## src/rtl/mem_arb_pkg.sv

```systemverilog
//==============================================================================
// Package  : mem_arb_pkg
// Purpose  : Shared types and helpers for the memory command arbiter:
//            FSM state encoding, grant-index width helper and the default
//            completion timeout.
// Revision : 1.0 - initial release
//==============================================================================
`default_nettype none

package mem_arb_pkg;

  typedef enum logic [2:0] {
    IDLE      = 3'd0,
    ISSUE     = 3'd1,
    WAIT_BUSY = 3'd2,
    WAIT_DONE = 3'd3,
    RESPOND   = 3'd4
  } arb_state_t;

  localparam int C_DEFAULT_TIMEOUT = 15;

  // Width of a requester index; never narrower than one bit.
  function automatic int gid_width(input int n);
    return (n > 1) ? $clog2(n) : 1;
  endfunction

endpackage

`default_nettype wire

```

## src/rtl/rr_arbiter.sv

```systemverilog
//==============================================================================
// Module   : rr_arbiter
// Purpose  : Combinational round-robin pick. The search starts one past the
//            last granted index and wraps, so the previous winner has the
//            lowest priority.
// Ports    : i_req       - request vector, one bit per requester
//            i_last      - index of the last grant
//            o_grant     - one-hot winner (all zero when no request)
//            o_grant_idx - index of the winner (i_last when no request)
// Revision : 1.0 - initial release
//==============================================================================
`default_nettype none

module rr_arbiter
  import mem_arb_pkg::*;
#(
  parameter int N_REQ = 3,
  parameter int GW    = gid_width(N_REQ)
) (
  input  logic [N_REQ-1:0] i_req,
  input  logic [GW-1:0]    i_last,
  output logic [N_REQ-1:0] o_grant,
  output logic [GW-1:0]    o_grant_idx
);

  logic          w_found;
  logic [GW-1:0] w_idx;

  always_comb begin
    o_grant     = '0;
    o_grant_idx = i_last;
    w_found     = 1'b0;
    w_idx       = '0;
    for (int k = 1; k <= N_REQ; k++) begin
      w_idx = GW'((int'(i_last) + k) % N_REQ);
      if (!w_found && i_req[w_idx]) begin
        o_grant[w_idx] = 1'b1;
        o_grant_idx    = w_idx;
        w_found        = 1'b1;
      end
    end
  end

endmodule

`default_nettype wire

```

## src/rtl/mem_cmd_arbiter.sv

```systemverilog
//==============================================================================
// Module   : mem_cmd_arbiter
// Purpose  : Round-robin arbiter owning the single command port of the
//            beam-position/telemetry memory. One request is latched at a
//            time, issued as a single-cycle command pulse, and completed on
//            the falling edge of mem_busy; the result goes back to the
//            granted requester only.
// Ports    : req_*      - per-requester request (valid/write/addr/wdata),
//                         req_ready is the combinational one-hot accept
//            rsp_*      - one-hot response strobe, shared data, error flag
//            mem_cmd_*  - command to memory; mem_busy/mem_rdata back
//            arb_busy   - FSM not idle; grant_id - current/last grantee
// Config   : MEM_CMD_ARB_TIMEOUT_EN - when defined, a wait longer than
//            TIMEOUT_CYCLES aborts the command and responds with rsp_err=1.
// Revision : 1.0 - initial release
//==============================================================================
`default_nettype none

module mem_cmd_arbiter
  import mem_arb_pkg::*;
#(
  parameter int N_REQ          = 3,
  parameter int ADDR_WIDTH     = 7,
  parameter int DATA_WIDTH     = 24,
  parameter int TIMEOUT_CYCLES = C_DEFAULT_TIMEOUT
) (
  input  logic                        clk,
  input  logic                        rst_n,
  input  logic [N_REQ-1:0]            req_valid,
  input  logic [N_REQ-1:0]            req_write,
  input  logic [N_REQ*ADDR_WIDTH-1:0] req_addr,
  input  logic [N_REQ*DATA_WIDTH-1:0] req_wdata,
  output logic [N_REQ-1:0]            req_ready,
  output logic [N_REQ-1:0]            rsp_valid,
  output logic [DATA_WIDTH-1:0]       rsp_rdata,
  output logic                        rsp_err,
  output logic                        mem_cmd_valid,
  output logic                        mem_cmd_write,
  output logic [ADDR_WIDTH-1:0]       mem_cmd_addr,
  output logic [DATA_WIDTH-1:0]       mem_cmd_wdata,
  input  logic                        mem_busy,
  input  logic [DATA_WIDTH-1:0]       mem_rdata,
  output logic                        arb_busy,
  output logic [gid_width(N_REQ)-1:0] grant_id
);

  localparam int GW = gid_width(N_REQ);

  arb_state_t            r_state;
  logic [GW-1:0]         r_grant_id;
  logic                  r_cmd_write;
  logic [ADDR_WIDTH-1:0] r_cmd_addr;
  logic [DATA_WIDTH-1:0] r_cmd_wdata;
  logic [N_REQ-1:0]      r_rsp_valid;
  logic [DATA_WIDTH-1:0] r_rsp_rdata;

  logic [N_REQ-1:0]      w_pick;
  logic [GW-1:0]         w_pick_idx;
  logic [N_REQ-1:0]      w_rsp_onehot;
  logic                  w_timeout;

  rr_arbiter #(
    .N_REQ (N_REQ),
    .GW    (GW)
  ) u_rr (
    .i_req       (req_valid),
    .i_last      (r_grant_id),
    .o_grant     (w_pick),
    .o_grant_idx (w_pick_idx)
  );

  // Accept only while idle; gating with rst_n keeps req_ready low while
  // reset is held even if requesters are already asserting valid.
  assign req_ready     = (r_state == IDLE && rst_n) ? w_pick : '0;
  // The command pulse comes straight from ISSUE so it lands in the cycle
  // after the grant and slips one-for-one while the memory is still busy.
  assign mem_cmd_valid = (r_state == ISSUE) && !mem_busy;
  assign mem_cmd_write = r_cmd_write;
  assign mem_cmd_addr  = r_cmd_addr;
  assign mem_cmd_wdata = r_cmd_wdata;
  assign rsp_valid     = r_rsp_valid;
  assign rsp_rdata     = r_rsp_rdata;
  assign arb_busy      = (r_state != IDLE);
  assign grant_id      = r_grant_id;
  assign w_rsp_onehot  = N_REQ'(1) << r_grant_id;

  always_ff @(posedge clk or negedge rst_n) begin
    if (!rst_n) begin
      r_state     <= IDLE;
      r_grant_id  <= GW'(N_REQ - 1);
      r_cmd_write <= 1'b0;
      r_cmd_addr  <= '0;
      r_cmd_wdata <= '0;
      r_rsp_valid <= '0;
      r_rsp_rdata <= '0;
    end else begin
      r_rsp_valid <= '0;
      unique case (r_state)
        IDLE: begin
          if (|req_valid) begin
            r_grant_id  <= w_pick_idx;
            r_cmd_write <= req_write[w_pick_idx];
            r_cmd_addr  <= req_addr[w_pick_idx*ADDR_WIDTH +: ADDR_WIDTH];
            r_cmd_wdata <= req_wdata[w_pick_idx*DATA_WIDTH +: DATA_WIDTH];
            r_state     <= ISSUE;
          end
        end
        ISSUE: begin
          if (!mem_busy) r_state <= WAIT_BUSY;
        end
        WAIT_BUSY, WAIT_DONE: begin
          // Completion (busy falling) beats a same-cycle timeout.
          if (r_state == WAIT_DONE && !mem_busy) begin
            r_rsp_rdata <= mem_rdata;
            r_rsp_valid <= w_rsp_onehot;
            r_state     <= RESPOND;
          end else if (w_timeout) begin
            r_rsp_rdata <= '0;
            r_rsp_valid <= w_rsp_onehot;
            r_cmd_write <= 1'b0;
            r_cmd_addr  <= '0;
            r_cmd_wdata <= '0;
            r_state     <= RESPOND;
          end else if (r_state == WAIT_BUSY && mem_busy) begin
            r_state <= WAIT_DONE;
          end
        end
        RESPOND: r_state <= IDLE;
        default: r_state <= IDLE;
      endcase
    end
  end

`ifdef MEM_CMD_ARB_TIMEOUT_EN
  localparam int TW = $clog2(TIMEOUT_CYCLES + 1);

  logic          w_in_wait;
  logic [TW-1:0] r_tmo_cnt;
  logic          r_rsp_err;

  assign w_in_wait = (r_state == WAIT_BUSY) || (r_state == WAIT_DONE);
  // Counter value k means this is wait cycle k+1; fire on the last allowed.
  assign w_timeout = w_in_wait && (r_tmo_cnt == TW'(TIMEOUT_CYCLES - 1));
  assign rsp_err   = r_rsp_err;

  always_ff @(posedge clk or negedge rst_n) begin
    if (!rst_n) begin
      r_tmo_cnt <= '0;
      r_rsp_err <= 1'b0;
    end else begin
      r_tmo_cnt <= w_in_wait ? r_tmo_cnt + TW'(1) : '0;
      if (r_state == WAIT_DONE && !mem_busy) r_rsp_err <= 1'b0;
      else if (w_timeout)                    r_rsp_err <= 1'b1;
    end
  end
`else
  logic w_unused_timeout_cfg;
  assign w_unused_timeout_cfg = ^TIMEOUT_CYCLES;
  assign w_timeout            = 1'b0;
  assign rsp_err              = 1'b0;
`endif

endmodule

`default_nettype wire
```

## config.mk

```make
export PLATFORM = sky130hd
export DESIGN_NAME = mem_cmd_arbiter
export DESIGN_NICKNAME = d
export VERILOG_FILES = /design/src/rtl/mem_arb_pkg.sv /design/src/rtl/rr_arbiter.sv /design/src/rtl/mem_cmd_arbiter.sv
export SDC_FILE = /design/constraint.sdc
export NUM_CORES = 1
export LEC_CHECK = 0
export CELL_PAD_IN_SITES_DETAIL_PLACEMENT = 2
export CELL_PAD_IN_SITES_GLOBAL_PLACEMENT = 2
export CORE_MARGIN = 4
export CORE_UTILIZATION = 25
export CTS_BUF_LIST = sky130_fd_sc_hd__clkbuf_4 sky130_fd_sc_hd__clkbuf_8
export DETAILED_ROUTE_END_ITERATION = 8
export PLACE_DENSITY = 0.95
export RECOVER_POWER = 25
export SLEW_MARGIN = 40
export SYNTH_ARGS = -nofsm -noshare
export SYNTH_HDL_FRONTEND = slang
export SYNTH_SLANG_ARGS = --single-unit
```

## constraint.sdc

```tcl
create_clock -name clk -period 4 [get_ports clk]
set_input_delay 1.2 -clock clk [delete_from_list [all_inputs] [get_ports clk]]
set_output_delay 1.2 -clock clk [all_outputs]
set_load 0.02 [all_outputs]
```

=== Word-level counts from Yosys, hierarchy flattened ===
Index checks and enable logic that the tools add are counted.

* RAM bits: 0
* Output and inout bits: 67
* Latch bits: 0
* Bits in read-only memories: 0
* Logic and storage cells: 82
* Bits in registers: 64
* Memories kept: 0
* Bits of input ports: 126

* Eq/ne operators: 6
* Divide/modulo/power cells: 3
* $add $sub $neg: 3
* Shift operators: 3
* Multipliers: 2
* Reduce and logical (&&, ||, !) cells: 19
* Bitwise gates (word level): 2
* $lt $le $gt $ge: 7
* Multiplexer cells: 30

{| class="wikitable"
|+ Operators with widths
! cell !! count
|-
| 32-bit by 3-bit modulo with 32-bit output, second input constant || 3
|-
| 72-bit by 8-bit variable part select with 24-bit output || 1
|-
| 3-bit two-way mux || 10
|-
| 21-bit by 6-bit variable part select with 7-bit output || 1
|-
| 2-bit by 3-bit less-than comparator with 1-bit output, second input constant || 4
|-
| 1-bit logical AND || 9
|-
| 1-bit two-way mux || 9
|-
| 3-bit case mux with 3 select lines || 1
|-
| 1-bit binary-select mux with 2-bit select || 4
|-
| 2-bit by 2-bit adder with 3-bit output, second input constant || 2
|-
| 1-bit demux with 2-bit select || 3
|-
| 3-bit by 2-bit == test with 1-bit output, second input constant || 2
|-
| 2-bit by 1-bit greater-or-equal comparator with 1-bit output, second input constant || 3
|-
| 2-bit two-way mux || 3
|-
| 3-bit bitwise OR || 2
|-
| 2-bit by 3-bit multiplier with 5-bit output, second input constant || 1
|-
| 2-bit by 2-bit multiplier with 4-bit output, second input constant || 1
|-
| 2-bit AND reduction || 2
|-
| 2-bit by 1-bit adder with 3-bit output, second input constant || 1
|-
| 3-bit by 1-bit == test with 1-bit output, second input constant || 1
|-
| 1-bit zero test || 3
|-
| 3-bit zero test || 1
|-
| 3-bit != test, second input constant || 1
|-
| 3-bit AND reduction || 1
|-
| other kinds (6) || 6
|}

=== Longest topological paths before layout ===
* Depth in word-level cells: 13
* Mapped depth: 11
* Mapped depth without buffers: 8

=== By module ===
Synthesis repeated with hierarchy kept, for this count alone.

* Cells, all modules: 269
* Area, all modules: 3606.0 um2

{| class="wikitable"
|+ By module, submodules not included
! module !! area an instance (um2) !! instances !! cells each !! sequential area each (um2)
|-
| mem_cmd_arbiter || 3306.9 || 1 || 226 || 1602.8
|-
| rr_arbiter || 299.0 || 1 || 43 || 0.0
|}

=== Least setup slack after synthesis ===
No wires, ideal clock.

* Kind: in2out
* Start: in req_valid[1]
* End: out req_ready[0]
* Cell stages on the path: 5
* Required time: 2800 ps
* Path buffers: 0
* Slack: 438 ps
* Data arrival time: 2362 ps
* Cells stage by stage: mux2i_1 o2bb2ai_1 nor2_4 a22oi_1 a211oi_1

* Word-level cells in the longest chain between the ends: 10
* Elaborated cells on any way between the ends: 18
* Those cells by class: mux (12); bitwise (2); reduce/logical (4)

{| class="wikitable"
|+ Ends and longest elaborated chain
! item !! RTL line !! RTL
|-
| start: declaration || mem_cmd_arbiter.sv:29 || <nowiki>input logic [N_REQ-1:0] req_valid,</nowiki>
|-
| 1-bit binary-select mux with 2-bit select || rr_arbiter.sv:36 || <nowiki>if (!w_found && i_req[w_idx]) begin</nowiki>
|-
| 1-bit two-way mux (not written as such) || rr_arbiter.sv:36 ||
|-
| 1-bit two-way mux || rr_arbiter.sv:36 ||
|-
| 1-bit zero test || rr_arbiter.sv:36 ||
|-
| 1-bit logical AND || rr_arbiter.sv:36 ||
|-
| 1-bit two-way mux || rr_arbiter.sv:36 ||
|-
| 1-bit zero test || rr_arbiter.sv:36 ||
|-
| 1-bit logical AND || rr_arbiter.sv:36 ||
|-
| 3-bit two-way mux (*) || rr_arbiter.sv:36 ||
|-
| 3-bit two-way mux (*) || mem_cmd_arbiter.sv:74 || <nowiki>assign req_ready = (r_state == IDLE && rst_n) ? w_pick : '0;</nowiki>
|-
| end: declaration || mem_cmd_arbiter.sv:33 || <nowiki>output logic [N_REQ-1:0] req_ready,</nowiki>
|}

Every way passes the cells marked *; elsewhere a longest branch is shown, timed or not. The select of a mux whose other input is x is not followed.

=== Worst setup path after layout ===
* Start: in req_valid[0]
* End: out req_ready[1]

Same word-level chain as after synthesis.

==> results.md <==
Die:
- The initial utilization of the core area, before any placement, comes to 0.256.
- The total area inside the core boundary comes to between 10000 and 15000 sq um.
- The die outline height is roughly 130 microns.
- The die covers 16200 sq um.
- For this design the top-level I/O count stands at ~190.
- The floorplan has 43 rows.
- The horizontal die dimension is about 130 microns.

Power and ir drop:
- The leakage power is ~2.6 nW.
- Across the VDD grid, the largest voltage drop is 362 uV.
- The total power after layout is 4.66 mW.
- In this run the power density over the cells is approximately 800 nW/um^2.

Detailed routing:
- The detailed-routed wire length on met3 is between 600 and 700 microns.
- In the routed design, unresolved DRC markers number 0.
- The count of routing violations after the opening detailed-route iteration is 100.
- The top routing layer in use is met4.
- The antenna violation net count after detailed routing is 0.
- The number of search-and-repair iterations in the first detailed-routing pass is 4.
- Using the TritonRoute via totals, the vias-per-cell ratio works out to around 4.6.
- In the final routing, the length of wire on met1 measures 5.05 mm.
- The routed length on met2 is between 8 and 9 mm.
- The total wirelength of the detailed-routed design is between 10 and 15 mm.
- Dividing the detail-routed wire length by the instance count gives around 20 microns.
- The final route contains between 3k and 4k vias.

Clock tree:
- The cell sitting at the root of the clock tree is a sky130_fd_sc_hd__clkbuf_8.
- The CTS H-tree depth is 3.
- TritonCTS built the clock tree.
- The clock edge transition at the registers on the reported setup and hold paths is ~70 ps.
- The clock net in this run drives a total of between 60 and 70 sinks.
- The CTS buffer count is 9.
- The source-to-sink clock delay at the later pin of the worst-skew pair is 360 ps.
- The maximum clock path buffer count is 2.
- The number of hold buffers added after CTS was 0.

Layout:
- In the final layout, the share of cells above drive strength 1 is 0.207.
- The net count reported at finish is between 600 and 700.
- The footprint of the multi-input gates is roughly 1700 sq um.
- The number of antenna diodes in the final layout is 0.
- The filler cells instantiated in the layout total between 1k and 1.5k.
- The total area of sequential cells is between 1500 and 2000 sq um.
- The area growth from synthesis to layout is 68.5%.
- The utilization of the core after routing is 0.431.

Timing:
- The accumulated negative setup slack is 0 ps.
- Setup slack on the critical path of the routed design comes to 102 ps.
- On the final layout, the worst clock skew is roughly 5.4 ps.
- The number of pins exceeding their max-slew limit in the final report is 30.
- Static timing analysis puts the maximum clock frequency at approximately 0.26 GHz.
- The worst-margin pin slew is between 1500 and 2000 ps.
- Setup violations remaining at the end of the flow were counted as 0.
- The share of the clock period used by the worst path is 0.975.
- The worst hold margin is slightly above 500 ps.
- The count of final hold-check violations is 0.
- Counting I/O delays and the setup requirement, the final critical path takes about 4000 ps.
- The relative slew slack is -0.154.

Synth:
- The synthesized instance count is between 300 and 400.
- The library cell with the highest instance count after synthesis is sky130_fd_sc_hd__dfrtp_1.
- The primary flip-flop cell chosen by synthesis mapping is sky130_fd_sc_hd__dfrtp_1.
- In the post-synthesis netlist, the biggest area contributors are sky130_fd_sc_hd__dfrtp_1 (44%), sky130_fd_sc_hd__o221ai_2 (13%), sky130_fd_sc_hd__mux2i_1 (9.9%).
- In the synthesized netlist the async set-or-reset flop fraction comes to 1.00.
- The share of synthesized area in the top cell type comes to 0.444.
- The cell taking the most area after synthesis is sky130_fd_sc_hd__dfrtp_1.
- The number of nets handed over by synthesis was approximately 440.
- The synthesized area per cell is 11.4 sq um.
- The number of synthesized flops with an enable pin is 0.
- The post-synthesis register bit count is between 60 and 70.
- The count of different cell masters after synthesis is 44.
- The share of the yosys chip area belonging to registers is 0.451.
- After synthesis the cells add up to 3550 sq um.
- By count the netlist is led by sky130_fd_sc_hd__dfrtp_1 (63), sky130_fd_sc_hd__nand2_1 (37), sky130_fd_sc_hd__inv_1 (36).
- During synthesis, Yosys emitted a total of 0 warnings.

Critical path:
- The startpoint kind of the worst setup timing path is an input port.
- The worst setup path is captured at an output port.
- The largest delay contributor family on the critical path is compound AO/OA/AOI/OAI gates.
- Counting both buffers and inverters, the worst setup path holds a total of 2.
- For the worst setup path, the data arrival time is approximately 2700 ps.
- The required time reported for the critical path endpoint is roughly 2800 ps.
- The largest individual stage delay along the critical path comes from the cell sky130_fd_sc_hd__dlygate4sd2_1.
- The delay of the slowest cell on the worst path is about 310 ps.
- Traced cell by cell, the critical path runs through dlygate4sd2_1, mux2i_1, o2bb2ai_2, nor2_4, a22o_1, a21oi_1, nor2_1, dlygate4sd2_1.
- The library cell appearing most often on the critical path is sky130_fd_sc_hd__dlygate4sd2_1.
- The critical path in this run is classified as input port to output port.
- In this run the register-to-register setup slack is ~1000 ps.
- Of all nets on the critical path, the largest fanout is 4.

Status:
- The run finished, with violations left.
- The final reports fail on max-capacitance violations, max-slew violations.

Place:
- Summed over all nets, the half-perimeter wirelength after detailed placement is about 11 mm.
- The count of input and output buffers is about 190.
- The pre-CTS setup slack is -531 ps.
- Routability-driven placement finished with a final weighted congestion of about 0.87.

Global routing:
- The number of global-route vias before repair was 3904.
- The number of antenna violations at the first check in global routing is 0.
- The leftover overflow at the end of global routing is 0.
- For this run, the total global-route usage over all layers was measured as 0.180.
- The maximum number of pins on one net before global-route repair is 37.
- The first global-routing pass estimated 22.4 mm of wire.

Flow run:
- The max-capacitance violation count is 1.

Min path:
- The worst hold path belongs to the class register to register.
-- through the flow --
stage | area, sq um | instances
finish | 5980 | 702
global route | 5980 | 702
CTS | 5980 | 700
detailed placement | 5730 | 684
global placement | 5730 | 684
floorplan | 3550 | 312
-- logic make-up (layout without fill, tap and decap cells) --
group	Yosys count	count (layout)	share of synthesized area
buffers and inverters	59	269	0.0849
multiplexers	59	59	0.175
AND/OR/NAND/NOR	70	70	0.0951
other	1	1	0.00106
AO/OA/AOI/OAI	53	53	0.173
adder cells (fa/ha/maj)	5	5	0.0176
XOR/XNOR	1	1	0.00247
flip-flops	64	64	0.451
-- routing by layer --
metal | track usage | vias up
met3 | 0.0360 | 19
met2 | 0.350 | 95
met1 | 0.188 | 1633
met5 | 0 | -
met4 | 0.0700 | 0
li1 | - | 1503
-- final cells by class --
| class | count | share of cell area |
|---|---|---|
| Clock buffer | 10 | 0.0230 |
| Clock inverter | 6 | 0.0153 |
| Sequential cell | 64 | 0.268 |
| Tap cell | 180 | 0.0376 |
| Inverter | 38 | 0.0238 |
| Multi-Input combinational cell | 189 | 0.283 |
| Timing Repair Buffer | 215 | 0.349 |
-- worst min-delay path: cells and delay by family (launching register included) --
| kind | cells | cell delay, ps |
|---|---|---|
| compound gates | 1 | 60 |
| flops | 1 | 350 |
| simple gates | 1 | 60 |
-- registers in the layout, summed over array words and instances (netlist names) --
signal and flops:
mem_cmd_write 1, rsp_valid 3, rsp_rdata 24, mem_cmd_wdata 24
mem_cmd_addr 7, r_state 3, grant_id 2
-- final timing paths --
check / cells past startpoint / to / from
worst min register to register: 2 / mem_cmd_wdata[8] / mem_cmd_wdata[8]
worst max register to register: 10 / mem_cmd_wdata[14] / grant_id[1]
min in group asynchronous: 2 / rsp_valid[1] / rst_n
worst max-delay path: 8 / req_ready[1] / req_valid[0]
worst min-delay path: 2 / mem_cmd_wdata[8] / mem_cmd_wdata[8]
max in group asynchronous: 3 / rsp_rdata[18] / rst_n
-- what timing repair did --
| item | in CTS | in global routing |
|---|---|---|
| pin swaps | 1 | 1 |
| buffers inserted | 0 | 2 |
| cloned | 0 | 0 |
| gates resized for setup | 13 | 5 |
| endpoints found under the setup margin | 3 | 3 |
-- power breakdown --
| part | internal, mW | switching (mW) |
|---|---|---|
| Sequential | 0.955 | 0.187 |
| Clock | 0.371 | 0.278 |
| Combinational | 1.39 | 1.49 |
| Total | 2.71 | 1.95 |
-- cells in the final DEF (no fill, tap or decap), drive strengths merged, types with 2 or more instances in the layout --
cell type and count:
a211oi 2, a21oi 4, a31oi 2, and2 3, buf 22, bufinv 2
clkbuf 15, clkdlybuf4s50 184, clkinv 3, dfrtp 63, dlygate4sd2 4, ha 5
inv 39, mux2 24, mux2i 35, nand2 37, nand2b 5, nor2 10
nor2b 4, nor3 4, nor3b 2, o21ai 5, o221ai 32, o2bb2ai 2
Power figures use the tool's default switching activity.
